--- config.mk ---
export PLATFORM = sky130hd
export DESIGN_NAME = align_shift_register_flat
export DESIGN_NICKNAME = d
export VERILOG_FILES = /design/src/rtl/align_shift_register_if.sv /design/src/rtl/align_shift_register.sv /design/src/flat_wrapper.sv
export SDC_FILE = /design/constraint.sdc
export NUM_CORES = 1
export LEC_CHECK = 0
export CELL_PAD_IN_SITES_DETAIL_PLACEMENT = 0
export CELL_PAD_IN_SITES_GLOBAL_PLACEMENT = 1
export CORE_MARGIN = 2
export CORE_UTILIZATION = 36
export CTS_BUF_LIST = sky130_fd_sc_hd__clkbuf_4 sky130_fd_sc_hd__clkbuf_8 sky130_fd_sc_hd__clkbuf_16
export DETAILED_ROUTE_END_ITERATION = 6
export PLACE_DENSITY_LB_ADDON = 0.1
export SETUP_SLACK_MARGIN = 0.5
export SLEW_MARGIN = 30
export SYNTH_ARGS = -nofsm -noshare
export SYNTH_HDL_FRONTEND = slang
export SYNTH_SLANG_ARGS = --single-unit
export TNS_END_PERCENT = 30
--- constraint.sdc ---
create_clock -name clk -period 4.05 [get_ports clk]
set_input_delay 0.81 -clock clk [delete_from_list [all_inputs] [get_ports clk]]
set_output_delay 0.81 -clock clk [all_outputs]
set_load 0.01 [all_outputs]
--- src/rtl/align_shift_register_if.sv ---
// Control/data bundle between the FPU control FSM and the alignment shift register.
// master = FPU control side, slave = shift register.
interface align_shift_register_if #(
  parameter int unsigned N   = 16,
  parameter int unsigned SHW = 5
) ();

  logic           ena;
  logic           start;
  logic [N-1:0]   din;
  logic [SHW-1:0] amt;
  logic           dir;
  logic           arith;
  logic           sin;
  logic [N-1:0]   dout;
  logic           sticky;
  logic           busy;
  logic           done;

  modport master (
    output ena, start, din, amt, dir, arith, sin,
    input  dout, sticky, busy, done
  );

  modport slave (
    input  ena, start, din, amt, dir, arith, sin,
    output dout, sticky, busy, done
  );

endinterface

--- src/rtl/align_shift_register.sv ---
// Multi-cycle mantissa alignment/normalisation shifter: one bit per enabled
// cycle, left or right (logical/arithmetic), with a sticky bit over lost bits.
module align_shift_register #(
  parameter int unsigned N   = 16,
  parameter int unsigned SHW = 5
) (
  input  logic                  clk,
  input  logic                  rst,
  align_shift_register_if.slave bus
);

  localparam int unsigned CW = $clog2(N + 1);

  localparam logic [1:0] ST_IDLE  = 2'd0;
  localparam logic [1:0] ST_SHIFT = 2'd1;
  localparam logic [1:0] ST_DONE  = 2'd2;

  logic [1:0]    state_q, state_d;
  logic [CW-1:0] cnt_q, cnt_d;
  logic [N-1:0]  dout_q, dout_d;
  logic          sticky_q, sticky_d;
  logic          dir_q, dir_d;
  logic          arith_q, arith_d;
  logic          busy_q, done_q;

  logic [CW-1:0] amt_clamp_c;
  logic          fill_c;

  // Requested amounts beyond the word width collapse to a full-width shift.
  always_comb begin
    if (32'(bus.amt) > N) amt_clamp_c = CW'(N);
    else                  amt_clamp_c = CW'(bus.amt);
  end

  assign fill_c = arith_q ? dout_q[N-1] : bus.sin;

  // Next-state and datapath update.
  always_comb begin
    state_d  = state_q;
    cnt_d    = cnt_q;
    dout_d   = dout_q;
    sticky_d = sticky_q;
    dir_d    = dir_q;
    arith_d  = arith_q;

    if (bus.ena) begin
      case (state_q)
        ST_IDLE, ST_DONE: begin
          if (bus.start) begin
            dout_d   = bus.din;
            sticky_d = 1'b0;
            cnt_d    = amt_clamp_c;
            dir_d    = bus.dir;
            arith_d  = bus.arith;
            state_d  = (amt_clamp_c != '0) ? ST_SHIFT : ST_DONE;
          end else if (state_q == ST_DONE) begin
            state_d = ST_IDLE;
          end
        end
        ST_SHIFT: begin
          if (dir_q) begin
            dout_d   = {dout_q[N-2:0], bus.sin};
            sticky_d = sticky_q | dout_q[N-1];
          end else begin
            dout_d   = {fill_c, dout_q[N-1:1]};
            sticky_d = sticky_q | dout_q[0];
          end
          cnt_d = cnt_q - CW'(1);
          if (cnt_q == CW'(1)) state_d = ST_DONE;
        end
        default: state_d = ST_IDLE;
      endcase
    end
  end

  // State, datapath and status flags; busy/done are registered from next state.
  always_ff @(posedge clk) begin
    if (rst) begin
      state_q  <= ST_IDLE;
      cnt_q    <= '0;
      dout_q   <= '0;
      sticky_q <= 1'b0;
      dir_q    <= 1'b0;
      arith_q  <= 1'b0;
      busy_q   <= 1'b0;
      done_q   <= 1'b0;
    end else begin
      state_q  <= state_d;
      cnt_q    <= cnt_d;
      dout_q   <= dout_d;
      sticky_q <= sticky_d;
      dir_q    <= dir_d;
      arith_q  <= arith_d;
      busy_q   <= (state_d == ST_SHIFT);
      done_q   <= (state_d == ST_DONE);
    end
  end

  assign bus.dout   = dout_q;
  assign bus.sticky = sticky_q;
  assign bus.busy   = busy_q;
  assign bus.done   = done_q;

endmodule
--- src/flat_wrapper.sv ---
// flat-port wrapper written by rule: the top's interface ports become plain ports
module align_shift_register_flat 
#(
  parameter int unsigned N   = 16,
  parameter int unsigned SHW = 5
)
  (clk, rst, bus_ena, bus_start, bus_din, bus_amt, bus_dir, bus_arith, bus_sin, bus_dout, bus_sticky, bus_busy, bus_done);
  align_shift_register_if #(.N(N), .SHW(SHW)) bus_i ();
  input  logic clk;
  input  logic rst;
  input wire logic [$bits(bus_i.ena)-1:0] bus_ena;
  input wire logic [$bits(bus_i.start)-1:0] bus_start;
  input wire logic [$bits(bus_i.din)-1:0] bus_din;
  input wire logic [$bits(bus_i.amt)-1:0] bus_amt;
  input wire logic [$bits(bus_i.dir)-1:0] bus_dir;
  input wire logic [$bits(bus_i.arith)-1:0] bus_arith;
  input wire logic [$bits(bus_i.sin)-1:0] bus_sin;
  output wire logic [$bits(bus_i.dout)-1:0] bus_dout;
  output wire logic [$bits(bus_i.sticky)-1:0] bus_sticky;
  output wire logic [$bits(bus_i.busy)-1:0] bus_busy;
  output wire logic [$bits(bus_i.done)-1:0] bus_done;
  assign bus_i.ena = bus_ena;
  assign bus_i.start = bus_start;
  assign bus_i.din = bus_din;
  assign bus_i.amt = bus_amt;
  assign bus_i.dir = bus_dir;
  assign bus_i.arith = bus_arith;
  assign bus_i.sin = bus_sin;
  assign bus_dout = bus_i.dout;
  assign bus_sticky = bus_i.sticky;
  assign bus_busy = bus_i.busy;
  assign bus_done = bus_i.done;
  align_shift_register #(.N(N), .SHW(SHW)) u_core (.clk(clk), .rst(rst), .bus(bus_i));
endmodule
==> results of run 1 <==
## worst min-delay path, delay by kind of cell (launching register included)
kind             cells  cell delay, ns
AO/OA/AOI/OAI        1            0.05
flip-flops           1            0.34
AND/OR/NAND/NOR      1            0.06
## layer usage
metal,GRT usage,routed length (um)
met4,0.0587,25
met2,0.287,1720
met1,0.236,1860
met3,0.0367,133
met5,0,0
## worst max path at each step
stage / from / to / slack, ns / cells past startpoint
floorplan: bus_amt[0] / u_core.bus.done / 1.76 / 4
global placement: bus_amt[0] / u_core.bus.done / 1.27 / 5
detailed placement: bus_amt[0] / u_core.bus.done / 1.24 / 5
CTS: bus_amt[0] / u_core.bus.done / 1.52 / 5
global route: bus_amt[0] / u_core.bus.done / 1.39 / 5
finish: bus_amt[0] / u_core.bus.done / 1.49 / 5
## state kept, by name (all words and copies together) (netlist names)
register           cells
u_core.bus.dout       16
u_core.state_q         2
u_core.bus.done        1
u_core.arith_q         1
u_core.dir_q           1
u_core.bus.busy        1
u_core.bus.sticky      1
u_core.cnt_q           5
## final cells by class
class | count | area, sq um
sequential | 28 | 562
inverter | 3 | 11.3
timing repair buffer | 49 | 478
clock inverter | 1 | 30.0
multi-input combinational | 123 | 808
clock buffer | 3 | 41.3
fill | 389 | 1950
tap | 50 | 62.6
## logic make-up after synthesis
| group | after synthesis | synth area share |
|---|---|---|
| DFF | 28 | 0.388 |
| buffers and inverters | 15 | 0.0520 |
| AOI/OAI and AO/OA | 39 | 0.192 |
| muxes | 19 | 0.133 |
| and+or+nand+nor | 63 | 0.218 |
| adders and majority gates | 2 | 0.0173 |
## stage by stage
| stage | hold WS (ns) | instances |
|---|---|---|
| after floorplan | 0.461 | 166 |
| after global placement | 0.483 | 253 |
| after detailed placement | 0.484 | 253 |
| after CTS | 0.501 | 257 |
| after global routing | 0.537 | 257 |
| final | 0.495 | 257 |
## power groups by stage
| stage | logic (mW) | registers (mW) | clock network (mW) |
|---|---|---|---|
| after floorplan | 0.0864 | 0.320 | 0 |
| after global placement | 0.153 | 0.323 | 0 |
| after detailed placement | 0.156 | 0.323 | 0 |
| after CTS | 0.157 | 0.317 | 0.231 |
| after global routing | 0.172 | 0.321 | 0.245 |
| final | 0.155 | 0.318 | 0.224 |
## Yosys cell counts (all sizes together) (3+ instances only)
cell and count:
nor3 7, nand2 7, o211ai 3, o21ai 3
a21oi 12, inv 3, dfxtp 28, nor3b 4
nand2b 3, nor2 32, mux2i 18, clkbuf 10
a221oi 12
==> qor.txt, run 1 <==
===========================================================================================
Run status                                                                     complete, no violations
H-tree levels                                                                             1
Largest vdd supply drop                                                            0.131 mV
Sequential power share                                                                0.455
Clock tree sinks                                                                         28
Crit path arrival time                                                              2.76 ns
Remaining global-route overflow                                                           0
Dpl ws                                                                              1.24 ns
Worst flop-to-flop path endpoint                                               u_core.bus.dout[15]
Die Area                                                                       0.00453 sq mm
WS Path Type                                                                   input port to flip-flop
Routed WL per cell                                                                  14.5 um
Final setup violating endpoints                                                           0
Instance area at placement                                                     0.00192 sq mm
Critical path peak fanout                                                                 3
Count of buffers from port buffering                                                     46
Max-Cap Viols                                                                             0
Commonest non-fill, non-tap cells in the layout                                sky130_fd_sc_hd__clkdlybuf4s50_1, sky130_fd_sc_hd__nor2_1, sky130_fd_sc_hd__dfxtp_1, sky130_fd_sc_hd__mux2i_1
Required time worst endpoint                                                        4.26 ns
Via count                                                                              1346
Count of cells resized by post-cts repair                                                 0
Total power divided by cell area                                                350 mW/mm^2
Register-to-Register Setup Slack                                                    2.29 ns
Kind of start point of the critical path                                         input port
Maximum clock frequency                                                           0.391 GHz
Reg2reg start                                                                  u_core.state_q[0]
Inserted Clock Buffers                                                                    3
Seq/Total Area, Yosys                                                                 0.388
Number of global-route vias before repair                                              1335
Syn Nets                                                                                196
Layout Skew                                                                      0.00580 ns
Critical path cell sequence                                                    clkdlybuf4s50_1 > or4b_1 > or3_1 > a222oi_1 > nor3b_2
First-pass GRT wire length                                                          6.23 mm
Post-Syn Area per Cell                                                           8.70 sq um
Total power                                                                        0.697 mW
Crit path buffers/inverters                                                               1
Share of flip-flops with an asynchronous set or reset                                     0
Hold Path Stages                                                                          2
Die Span X                                                                          67.3 um
Net switching power                                                                0.185 mW
Share of power burned in the clock network                                            0.322
Setup repair after global routing missed its margin                                   false
Count of inserted antenna diode cells                                                     0
Antenna violations before repair                                                          0
Clk Latency, worst-skew pair                                                        0.27 ns
Standby leakage power                                                              0.667 nW
Clock tree buffer depth                                                                   2
Share of the core filled with cells in the final layout                               0.506
Number of flip-flops and latches in the synthesized netlist                              28
Most instantiated flip-flop cell in the synthesis netlist                      sky130_fd_sc_hd__dfxtp_1
Final slew viol count                                                                     0
Starting density of the core                                                          0.366
Number of I/O pins                                                                       47
Pre-Repair DR Iteration Count                                                             6
Kind of end point of the critical path                                            flip-flop
Cts hold-fix bufs                                                                         0
Combinational Power Share                                                             0.223
Synth area leaders                                                             sky130_fd_sc_hd__dfxtp_1, sky130_fd_sc_hd__mux2i_1, sky130_fd_sc_hd__nor2_1
Worst Max-Slew Pin Slew                                                            0.553 ns
Detailed-route DRC error count                                                            0
Cell family with most CP delay                                                 simple AND/OR/NAND/NOR gates
Floorplan die height                                                                67.3 um
Detail Placement HPWL                                                               2.62 mm
Vias per Instance                                                                      5.24
Routability congestion estimate                                                       0.907
Share of Yosys cell area claimed by the top area cell type                            0.388
Period utilization                                                                    0.631
Wire length after detailed routing                                                  3.74 mm
Root buffer cell                                                               sky130_fd_sc_hd__clkbuf_8
Worst stage delay on the critical path                                              0.54 ns
Area added between synthesis and finish                                               38.0%
Switching part of the total power                                                     0.266
Core Footprint                                                                 0.00394 sq mm
GRT Overall Usage                                                                     0.178
Worst Reg2Reg Path Length in Cells                                                        4
Hold WC Path Type                                                              flip-flop to flip-flop
Yosys warns                                                                               0
Post-synth cell types                                                                    35
Number of design-rule violations left by the first detailed-router iteration             60
Setup Total Neg Slack                                                                  0 ns
Fraction of layout instances using a drive strength above 1                          0.0628
Total standard cell area after synthesis                                       0.00144 sq mm
Worst Hold Path EP                                                             u_core.bus.dout[14]
Final instance area                                                            0.00199 sq mm
Source of the worst hold timing path                                           u_core.bus.dout[14]
Row Count                                                                                23
Post-synth EDFFs                                                                          0
Maximum number of pins on one net before global-route repair                             29
Internal portion of total power                                                    0.512 mW
Number of nets in the finished design                                                   238
Clock slew at reported path FFs                                                     0.10 ns
Instance count of the mapped netlist                                                    166
Final Hold Violating Endpoints                                                            0
Number of nets with antenna violations after detailed routing                             0
Crit-path slowest cell                                                         sky130_fd_sc_hd__or4b_1
Most frequent standard cell in the layout excluding fill and tap cells         sky130_fd_sc_hd__clkdlybuf4s50_1
Cell accounting for the most synthesized area                                  sky130_fd_sc_hd__dfxtp_1
Minimum setup slack in the final design                                             1.49 ns
Final period demand of the worst path                                               2.56 ns
Clock tree from TritonCTS                                                               yes
Remaining max-slew budget at the tightest pin                                         0.631
Buffer count from post-CTS setup fixing                                                   0
===========================================================================================
No activity file was read; power rests on OpenSTA's default activity.
==> run 2: changes to the inputs <==
--- a/config.mk
+++ b/config.mk
@@ -8,7 +8,7 @@
 export CELL_PAD_IN_SITES_DETAIL_PLACEMENT = 0
 export CELL_PAD_IN_SITES_GLOBAL_PLACEMENT = 1
 export CORE_MARGIN = 2
-export CORE_UTILIZATION = 36
+export CORE_UTILIZATION = 30
 export CTS_BUF_LIST = sky130_fd_sc_hd__clkbuf_4 sky130_fd_sc_hd__clkbuf_8 sky130_fd_sc_hd__clkbuf_16
 export DETAILED_ROUTE_END_ITERATION = 6
 export PLACE_DENSITY_LB_ADDON = 0.1
==> constraint.sdc (replaced) <==
create_clock -name clk -period 2.1 [get_ports clk]
set_input_delay 0.42 -clock clk [delete_from_list [all_inputs] [get_ports clk]]
set_output_delay 0.42 -clock clk [all_outputs]
set_load 0.01 [all_outputs]
==> run 2 against run 1 <==
Effect of this change: setup slack worse by 1.2 ns; critical path depth up 1; largest cell class unchanged; core utilization down 6.8 points; sequential share of layout area down 0.81 points; design area up 3.0%; register-to-register slack worse by 1.9 ns; largest power group unchanged; global-route usage down 1.7 points; sequential power up 92%; combinational power up 110%; first-iteration DRC count down 17%.
==> qor.txt, run 2 (synthesis results as in run 1) <==
===========================================================================================
Starting density of the core                                                          0.308   -0.0585
GRT Overall Usage                                                                     0.160   -0.0174
Number of global-route vias before repair                                              1467   +9.9%
Routability congestion estimate                                                       0.759   -16%
Source of the worst hold timing path                                             bus_amt[0]
Worst stage delay on the critical path                                              0.53 ns   about the same
Required time worst endpoint                                                        2.26 ns   -2.00 ns
Kind of start point of the critical path                                         input port
Maximum clock frequency                                                           0.569 GHz
Detail Placement HPWL                                                               2.86 mm   +9.0%
Most frequent standard cell in the layout excluding fill and tap cells         sky130_fd_sc_hd__clkdlybuf4s50_1
Antenna violations before repair                                                          0   unchanged
Worst Max-Slew Pin Slew                                                            0.369 ns   -0.185 ns
Total power divided by cell area                                                621 mW/mm^2   +77%
Run status                                                                     complete, no violations
Clk Latency, worst-skew pair                                                        0.27 ns   about the same
Clock slew at reported path FFs                                                     0.10 ns   about the same
Inserted Clock Buffers                                                                    3   unchanged
Count of inserted antenna diode cells                                                     0   unchanged
Standby leakage power                                                              0.713 nW   +6.9%
Crit-path slowest cell                                                         sky130_fd_sc_hd__or4b_4
Switching part of the total power                                                     0.281   +0.0156
Area added between synthesis and finish                                               42.1%
Number of I/O pins                                                                       47   unchanged
Crit path arrival time                                                              1.91 ns   -0.85 ns
Final slew viol count                                                                     0   unchanged
First-pass GRT wire length                                                          6.82 mm   +9.5%
Number of standard cells in the final layout excluding fillers                          268   +4.3%
Cell family with most CP delay                                                 simple AND/OR/NAND/NOR gates
Number of nets with antenna violations after detailed routing                             0   unchanged
Register-to-Register Setup Slack                                                    0.40 ns   -1.89 ns
Reg2reg start                                                                  u_core.cnt_q[0]
Largest vdd supply drop                                                            0.203 mV   +55%
Count of buffers from port buffering                                                     46   unchanged
Min Hold Slack                                                                     0.422 ns   -0.0729 ns
Worst flop-to-flop path endpoint                                               u_core.bus.busy
Final period demand of the worst path                                               1.76 ns
Final Hold Violating Endpoints                                                            0   unchanged
Combinational Power Share                                                             0.256   +0.033
Commonest non-fill, non-tap cells in the layout                                sky130_fd_sc_hd__clkdlybuf4s50_1, sky130_fd_sc_hd__nor2_1, sky130_fd_sc_hd__dfxtp_1, sky130_fd_sc_hd__mux2i_1
Floorplan die height                                                                73.4 um   +9.0%
Max-Cap Viols                                                                             0   unchanged
Kind of end point of the critical path                                            flip-flop
Maximum number of pins on one net before global-route repair                             29   unchanged
Die Area                                                                       0.00538 sq mm   +19%
Clock tree sinks                                                                         28   unchanged
Worst Hold Path EP                                                             u_core.cnt_q[0]
Clock tree from TritonCTS                                                               yes
Net switching power                                                                0.358 mW   +93%
Number of flip-flops under the largest register name                                     16   unchanged
Critical path cell sequence                                                    buf_6 > or4b_4 > or3_1 > a222oi_1 > buf_4 > nor3_1
WS Path Type                                                                   input port to flip-flop
Routed WL per cell                                                                  15.4 um   +6.1%
Vias per Instance                                                                      5.38   +2.7%
Wire length after detailed routing                                                  4.14 mm   +11%
Hold WC Path Type                                                              input port to flip-flop
Core Footprint                                                                 0.00469 sq mm   +19%
Die Span X                                                                          73.4 um   +9.0%
Internal portion of total power                                                    0.915 mW   +79%
Hold Path Stages                                                                          3   +1
Row Count                                                                                25   +8.7%
Clock tree buffer depth                                                                   2   unchanged
Detailed-route DRC error count                                                            0   unchanged
Share of power burned in the clock network                                            0.266   -0.056
Setup repair after global routing missed its margin                                    true
Cell depth of the worst setup path                                                        6   +1
Period utilization                                                                    0.837
Remaining global-route overflow                                                           0   unchanged
Sequential power share                                                                0.478   +0.023
Root buffer cell                                                               sky130_fd_sc_hd__clkbuf_8
Post-placement cell count                                                               261   +3.2%
Layout Skew                                                                      0.00344 ns   -0.00236 ns
Fraction of layout instances using a drive strength above 1                           0.117   +0.0540
Crit path buffers/inverters                                                               2   +1
Pre-Repair DR Iteration Count                                                             4   -2
H-tree levels                                                                             1   unchanged
Cts hold-fix bufs                                                                         0   unchanged
Worst Reg2Reg Path Length in Cells                                                        5   +1
Critical path peak fanout                                                                 2   -1
Remaining max-slew budget at the tightest pin                                         0.752   +0.121
Number of nets in the finished design                                                   245   +2.9%
Via count                                                                              1442   +7.1%
Final setup violating endpoints                                                           0   unchanged
Number of design-rule violations left by the first detailed-router iteration             50   -17%
===========================================================================================
## run 2: cell types whose count changed in the layout (fill, tap and decap cells not counted)
cell and delta:
sky130_fd_sc_hd__clkdlybuf4s50_1 -4, sky130_fd_sc_hd__or4b_1 -1, sky130_fd_sc_hd__buf_12 +1, sky130_fd_sc_hd__nand2b_4 +1, sky130_fd_sc_hd__buf_6 +1, sky130_fd_sc_hd__clkbuf_8 +1, sky130_fd_sc_hd__nand2b_1 -1, sky130_fd_sc_hd__buf_4 +6
sky130_fd_sc_hd__buf_2 +2, sky130_fd_sc_hd__bufinv_16 -1, sky130_fd_sc_hd__or4b_4 +1, sky130_fd_sc_hd__dlymetal6s2s_1 +1
## run 2: area by class of cell
type / instances / area [sq um]
clock buffer: 4 / 55.1
fill: 480 / 2640
inverter: 3 / 11.3
multi-input combinational: 123 / 820
sequential: 28 / 562
tap: 54 / 67.6
timing repair buffer: 56 / 537
## run 2: repair_timing
action,CTS,global route
cloned,0,0
endpoints found under the setup margin,44,42
gates resized for setup,21,1
pin swaps,4,2
buffers inserted,1,2
## run 2: worst min-delay path, delay by kind of cell
family / cells / cell delay (ns)
AO/OA/AOI/OAI: 1 / 0.06
AND/OR/NAND/NOR: 1 / 0.06
buffers and inverters: 1 / 0.11
## run 2: through the flow
step	cell area [sq um]	setup slack (ns)	utilization	setup TNS, ns	total power, mW
global route	2050	0.288	0.437	0	1.35
global placement	1970	-0.287	0.421	-0.668	0.930
finish	2050	0.341	0.437	0	1.27
floorplan	1440	0.228	-	0	0.784
CTS	2030	0.279	0.434	0	1.29
detailed placement	1970	-0.313	0.421	-0.759	0.937
## run 2: how the worst max path moves through the flow
| stage | slack (ns) | end | startpoint |
|---|---|---|---|
| 2_1_floorplan | 0.23 | u_core.bus.done | bus_amt[0] |
| 3_3_place_gp | -0.29 | u_core.bus.done | bus_amt[1] |
| 3_5_place_dp | -0.31 | u_core.bus.done | bus_amt[1] |
| 4_1_cts | 0.28 | u_core.bus.busy | bus_amt[1] |
| 5_1_grt | 0.29 | u_core.bus.busy | bus_amt[1] |
| 6_report | 0.34 | u_core.bus.busy | bus_amt[1] |
## run 2: routing by layer
metal | GRT usage | vias to the layer above | wire length (um)
met5 | 0 | - | 0
li1 | - | 705 | -
met1 | 0.213 | 699 | 1950
met4 | 0.0444 | 0 | 24
met3 | 0.0288 | 2 | 199
met2 | 0.266 | 36 | 1970
## run 2: power groups by stage
stage	registers, mW	clock network, mW	logic (mW)
after detailed placement	0.621	0	0.316
after floorplan	0.618	0	0.167
after CTS	0.609	0.354	0.323
after global placement	0.619	0	0.311
after global routing	0.615	0.373	0.358
final	0.609	0.339	0.326
